### src/rtl/pipeline_ctrl.sv
// -----------------------------------------------------------------------------
// pipeline_ctrl
//
// Hazard and flow controller for a classic five-stage pipeline. It produces
// the pipeline-register write enables and synchronous bubble inserts for:
//   - data-memory wait states (highest priority; holds the whole pipe),
//   - taken branches resolved in EX (flush IF/ID and ID/EX),
//   - load-use hazards (hold PC and IF/ID for one cycle, bubble into EX),
//   - interrupts (redirect PC to the vector, then flush the front end),
//   - jumps decoded in ID (flush IF/ID).
// All outputs are combinational from the state and the current inputs.
//
// Ports
//   clk               in   single clock, rising edge
//   reset             in   asynchronous active-low reset
//   IDEX_MemRead      in   instruction in EX is a load
//   IDEX_rt    [4:0]  in   destination register of that load
//   IFID_rs    [4:0]  in   source register rs of the instruction in ID
//   IFID_rt    [4:0]  in   source register rt of the instruction in ID
//   EX_branch_taken   in   branch resolved taken in EX
//   ID_jump           in   jump decoded in ID
//   mem_req           in   EX/MEM stage is accessing data memory
//   mem_ready         in   data memory completes this cycle
//   irq               in   level interrupt request
//   pc_we, ifid_we, idex_we, exmem_we                 out  register write enables
//   ifid_clear, idex_clear, exmem_clear, memwb_clear  out  bubble inserts
//   pc_sel_irq        out  PC loads the interrupt vector
//   irq_ack           out  one-cycle interrupt acknowledge
//   stall_cnt [15:0]  out  saturating count of cycles with pc_we=0
//
// Build option
//   PIPE_PERF_CNT_EN  when defined, adds the stall_cnt port and its counter.
// -----------------------------------------------------------------------------
module pipeline_ctrl (
    input  logic       clk,
    input  logic       reset,
    input  logic       IDEX_MemRead,
    input  logic [4:0] IDEX_rt,
    input  logic [4:0] IFID_rs,
    input  logic [4:0] IFID_rt,
    input  logic       EX_branch_taken,
    input  logic       ID_jump,
    input  logic       mem_req,
    input  logic       mem_ready,
    input  logic       irq,
    output logic       pc_we,
    output logic       ifid_we,
    output logic       idex_we,
    output logic       exmem_we,
    output logic       ifid_clear,
    output logic       idex_clear,
    output logic       exmem_clear,
    output logic       memwb_clear,
    output logic       pc_sel_irq,
    output logic       irq_ack
`ifdef PIPE_PERF_CNT_EN
    ,
    output logic [15:0] stall_cnt
`endif
);

    typedef enum logic [1:0] {
        RUN       = 2'd0,
        MEM_WAIT  = 2'd1,
        IRQ_FLUSH = 2'd2
    } state_e;

    state_e state_q, state_d;
    logic   irq_pending_q, irq_pending_d;

    logic mem_stall;
    logic load_use;

    assign mem_stall = mem_req & ~mem_ready;

    // Register 0 is hardwired to zero, so a load targeting it never creates
    // a real dependency.
    assign load_use = IDEX_MemRead && (IDEX_rt != 5'd0) &&
                      ((IDEX_rt == IFID_rs) || (IDEX_rt == IFID_rt));

    // NOTE: state registers use non-blocking (<=) so every flop samples the
    // pre-edge values; combinational blocks below use blocking (=).
    always_ff @(posedge clk or negedge reset) begin
        if (!reset) begin
            state_q       <= RUN;
            irq_pending_q <= 1'b0;
        end else begin
            state_q       <= state_d;
            irq_pending_q <= irq_pending_d;
        end
    end

    always_comb begin
        // NOTE: every output and next-state signal gets a default before the
        // case, so no path leaves one unassigned and no latch is inferred.
        state_d       = state_q;
        irq_pending_d = irq_pending_q | irq;
        pc_we         = 1'b1;
        ifid_we       = 1'b1;
        idex_we       = 1'b1;
        exmem_we      = 1'b1;
        ifid_clear    = 1'b0;
        idex_clear    = 1'b0;
        exmem_clear   = 1'b0;
        memwb_clear   = 1'b0;
        pc_sel_irq    = 1'b0;
        irq_ack       = 1'b0;

        unique case (state_q)
            RUN: begin
                if (mem_stall) begin
                    // Freeze everything; the completing access must not write
                    // back twice, so MEM/WB takes a bubble.
                    pc_we       = 1'b0;
                    ifid_we     = 1'b0;
                    idex_we     = 1'b0;
                    exmem_we    = 1'b0;
                    memwb_clear = 1'b1;
                    state_d     = MEM_WAIT;
                end else if (EX_branch_taken) begin
                    ifid_clear = 1'b1;
                    idex_clear = 1'b1;
                end else if (load_use) begin
                    pc_we      = 1'b0;
                    ifid_we    = 1'b0;
                    idex_clear = 1'b1;
                end else if (irq_pending_q) begin
                    // Acceptance wins over a same-cycle irq: a still-high
                    // level request re-pends on the following cycle.
                    pc_sel_irq    = 1'b1;
                    irq_ack       = 1'b1;
                    irq_pending_d = 1'b0;
                    state_d       = IRQ_FLUSH;
                end else if (ID_jump) begin
                    ifid_clear = 1'b1;
                end
            end

            MEM_WAIT: begin
                // Release happens in the mem_ready cycle itself (zero
                // restart latency); everything but irq latching is ignored.
                if (!mem_ready) begin
                    pc_we       = 1'b0;
                    ifid_we     = 1'b0;
                    idex_we     = 1'b0;
                    exmem_we    = 1'b0;
                    memwb_clear = 1'b1;
                end else begin
                    state_d = RUN;
                end
            end

            IRQ_FLUSH: begin
                ifid_clear  = 1'b1;
                idex_clear  = 1'b1;
                exmem_clear = 1'b1;
                state_d     = RUN;
            end

            default: state_d = RUN;
        endcase

        // While reset is held the pipe is frozen and fully bubbled.
        if (!reset) begin
            pc_we       = 1'b0;
            ifid_we     = 1'b0;
            idex_we     = 1'b0;
            exmem_we    = 1'b0;
            ifid_clear  = 1'b1;
            idex_clear  = 1'b1;
            exmem_clear = 1'b1;
            memwb_clear = 1'b1;
            pc_sel_irq  = 1'b0;
            irq_ack     = 1'b0;
        end
    end

`ifdef PIPE_PERF_CNT_EN
    logic [15:0] stall_cnt_q, stall_cnt_d;

    always_comb begin
        stall_cnt_d = stall_cnt_q;
        if (!pc_we && (stall_cnt_q != 16'hFFFF)) begin
            stall_cnt_d = stall_cnt_q + 16'd1;
        end
    end

    always_ff @(posedge clk or negedge reset) begin
        if (!reset) begin
            stall_cnt_q <= 16'd0;
        end else begin
            stall_cnt_q <= stall_cnt_d;
        end
    end

    assign stall_cnt = stall_cnt_q;
`endif

endmodule

### config.mk
export PLATFORM = sky130hd
export DESIGN_NAME = pipeline_ctrl
export DESIGN_NICKNAME = d
export VERILOG_FILES = /design/src/rtl/pipeline_ctrl.sv
export SDC_FILE = /design/constraint.sdc
export NUM_CORES = 1
export LEC_CHECK = 0
export CAP_MARGIN = 20
export CORE_AREA = 4 4 41 43
export CTS_CLUSTER_SIZE = 24
export DETAILED_ROUTE_END_ITERATION = 8
export DIE_AREA = 0 0 45 47
export PLACE_DENSITY = 0.73
export RECOVER_POWER = 100
export SLEW_MARGIN = 25
export SYNTH_ARGS = -nofsm -noshare
export SYNTH_HDL_FRONTEND = slang
export SYNTH_SLANG_ARGS = --single-unit
### constraint.sdc
create_clock -name clk -period 3.85 [get_ports clk]
set_input_delay 0.77 -clock clk [delete_from_list [all_inputs] [get_ports clk]]
set_output_delay 0.77 -clock clk [all_outputs]
set_load 0.005 [all_outputs]
==> summary.md <==
| Metric | Value |
|---|---|
| Final hold vios | 0 |
| Number of CTS-inserted buffers | 3 |
| Max Cap Viol | 0 |
| VDD IR max | 139 µV |
| Clock sink total | 3 |
| Post-synth EDFFs | 0 |
| Slew @ Worst Pin | 429 ps |
| Global-route wire length before repair | 1820 µm |
| Hold Path Stages | 3 |
| Synth warn | 0 |
| Number of H-tree levels | 1 |
| Post-Syn Nets | 71 |
| Core area | 1300 µm² |
| Flops & latches, synth | 3 |
| Worst-Skew Late Latency | 230 ps |
| Design Area, Final | 714 µm² |
| Share of the synthesized area in the top cell type | 23.8% |
| RSZ-0062 raised after global routing | no |
| Ant. Diodes | 0 |
| RR Startpoint | irq_pending_q$_DFF_PN0_ |
| Synth area leader | xnor2_1 |
| Die Span Y | 47 µm |
| Post-route minimum period | 3670 ps |
| Gates resized, CTS repair | 0 |
| Largest net degree at the start of global routing | 7 |
| Max FO, Critical Path | 6 |
| Post-synthesis cell type count | 20 |
| Top cells by count, synth | xnor2_1 (10), inv_1 (5), nand2_1 (4) |
| Synthesized area | 368 µm² |
| Startpoint types | input port |
| Total negative setup slack | 0 ps |
| Post-synthesis sequential area ratio | 20.4% |
| Residual DRC count | 0 |
| Reg-to-reg setup timing slack | 2600 ps |
| CTS Root Cell | clkbuf_4 |
| R2R cell count | 4 |
| Final Setup Violations | 0 |
| WS Path Type | input port to output pin |
| Drt pass-1 iters | 4 |
| Fin. max-slew vios | 0 |
| Avg Cell Area, Syn | 7.66 µm² |
| Layout cells sized above 1 | 6.10% |
| Routed Antenna Nets | 0 |
| Fillers | 127 |
| DR iter-0 viols | 2 |
| Clock Skew | 4.44 ps |
| Routed WL | 1070 µm |
| Worst-path clk slew | 40 ps |
| Max_slew headroom | 71.4% |
| Final nets | 106 |
| Post-CTS Setup Bufs | 0 |
| Min Hold Slack | 612 ps |
| Top post-synthesis cells by area | xnor2_1 (24%), dfrtp_1 (20%), buf_4 (6.1%) |
| WP data required | 3080 ps |
| Gp weighted congestion | 0.773 |
| WL/cell | 11.0 µm |
| FP Rows | 13 |
| Die X | 45 µm |
| Placed cell areas | 692 µm² |
| Fin util | 54.9% |
| Status | completed |
| Vias post-DR | 450 |
| CP endpoint kind | output pin |
| CP arrival | 2900 ps |
| Number of global-route vias before repair | 474 |
| Ys async rst share | 100% |
| Top FF cell, synth | dfrtp_1 |
| Post-Synthesis Cells | 48 |
| Power Dens Cells | 362 nW/µm² |
| Most common cell in the synthesized netlist | xnor2_1 |
| Area grow syn2layout | 94.2% |
| Avg Vias per Cell | 4.64 |
| GR Util All Layers | 11.9% |
| Hold WC Path Type | register to register |
| FMAX | 0.272 GHz |
| Tcrit/Tclk final | 95.4% |
| Die area | 2120 µm² |
| Initial antenna violation count | 0 |
| Crit path from | IDEX_rt[1] |
| # hold bufs at CTS | 0 |
| Buffers from clock root to sink, at most | 2 |
| Initial Util | 28.3% |
| Grt ovf | 0 |
| Hold Startpoint | state_q[1]$_DFFE_PN0P_ |
| LEAKAGE | 0.287 nW |
| Overall Power | 0.259 mW |
| CTS tree | built |
| Port bufs | 32 |
| IO Pins | 33 |
-- metrics by stage --
stage	std cells	setup slack [ps]
global placement	93	205
CTS	97	164
finish	97	177
global route	97	18.9
floorplan	48	1070
detailed placement	93	192
-- logic make-up after synthesis --
logic type	Yosys count	share of synthesized area [%]
AOI/OAI and AO/OA	16	31.0
xor gates and xnor gates	10	23.8
buffers and inverters	8	11.2
DFF	3	20.4
and+or+nand+nor	11	13.6
-- critical path, cell delays in order --
cell and delay (ps):
clkdlybuf4s50_1 460, or4_1 540, o21a_2 250, a211oi_1 300, clkdlybuf4s50_1 570
-- power by group --
group | internal [mW] | switching [mW] | leakage [nW]
clock | 0.0388 | 0.0155 | 0.0150
combinational | 0.0895 | 0.0595 | 0.236
sequential | 0.0446 | 0.0111 | 0.0361
-- state kept, by name (all words and copies together) (netlist names) --
register,cells
irq_pending_q,1
state_q,2
-- routing by layer --
| layer | share of wire (%) | global-route usage [%] |
|---|---|---|
| met1 | 35 | 11.6 |
| met2 | 54 | 23.2 |
| met3 | 9.4 | 3.45 |
| met4 | 1.3 | 5.26 |
| met5 | 0 | 0 |
-- final cells by class --
class	count	area (µm²)	area share, %
repair buffers	33	324	45.4
multi-input cells	37	251	35.2
flip-flops and latches	3	75.1	10.5
clock buffers	4	26.3	3.68
inverters	5	18.8	2.63
well taps	15	18.8	2.63
-- layout by cell type, fill, tap and decap left out, drive strengths merged, types with 3 or more instances in the layout --
cell type      count
clkbuf             5
nand2              4
dlygate4sd3        9
xnor2             10
inv                5
dfrtp              3
clkdlybuf4s50     23
nor2               3
-- final timing paths --
kind | end
min | state_q[0]$_DFFE_PN0P_
min in group asynchronous | irq_pending_q$_DFF_PN0_
max in group asynchronous | state_q[0]$_DFFE_PN0P_
min reg2reg | state_q[0]$_DFFE_PN0P_
max reg2reg | irq_pending_q$_DFF_PN0_
max | pc_sel_irq
No activity file was read; power rests on OpenSTA's default activity.
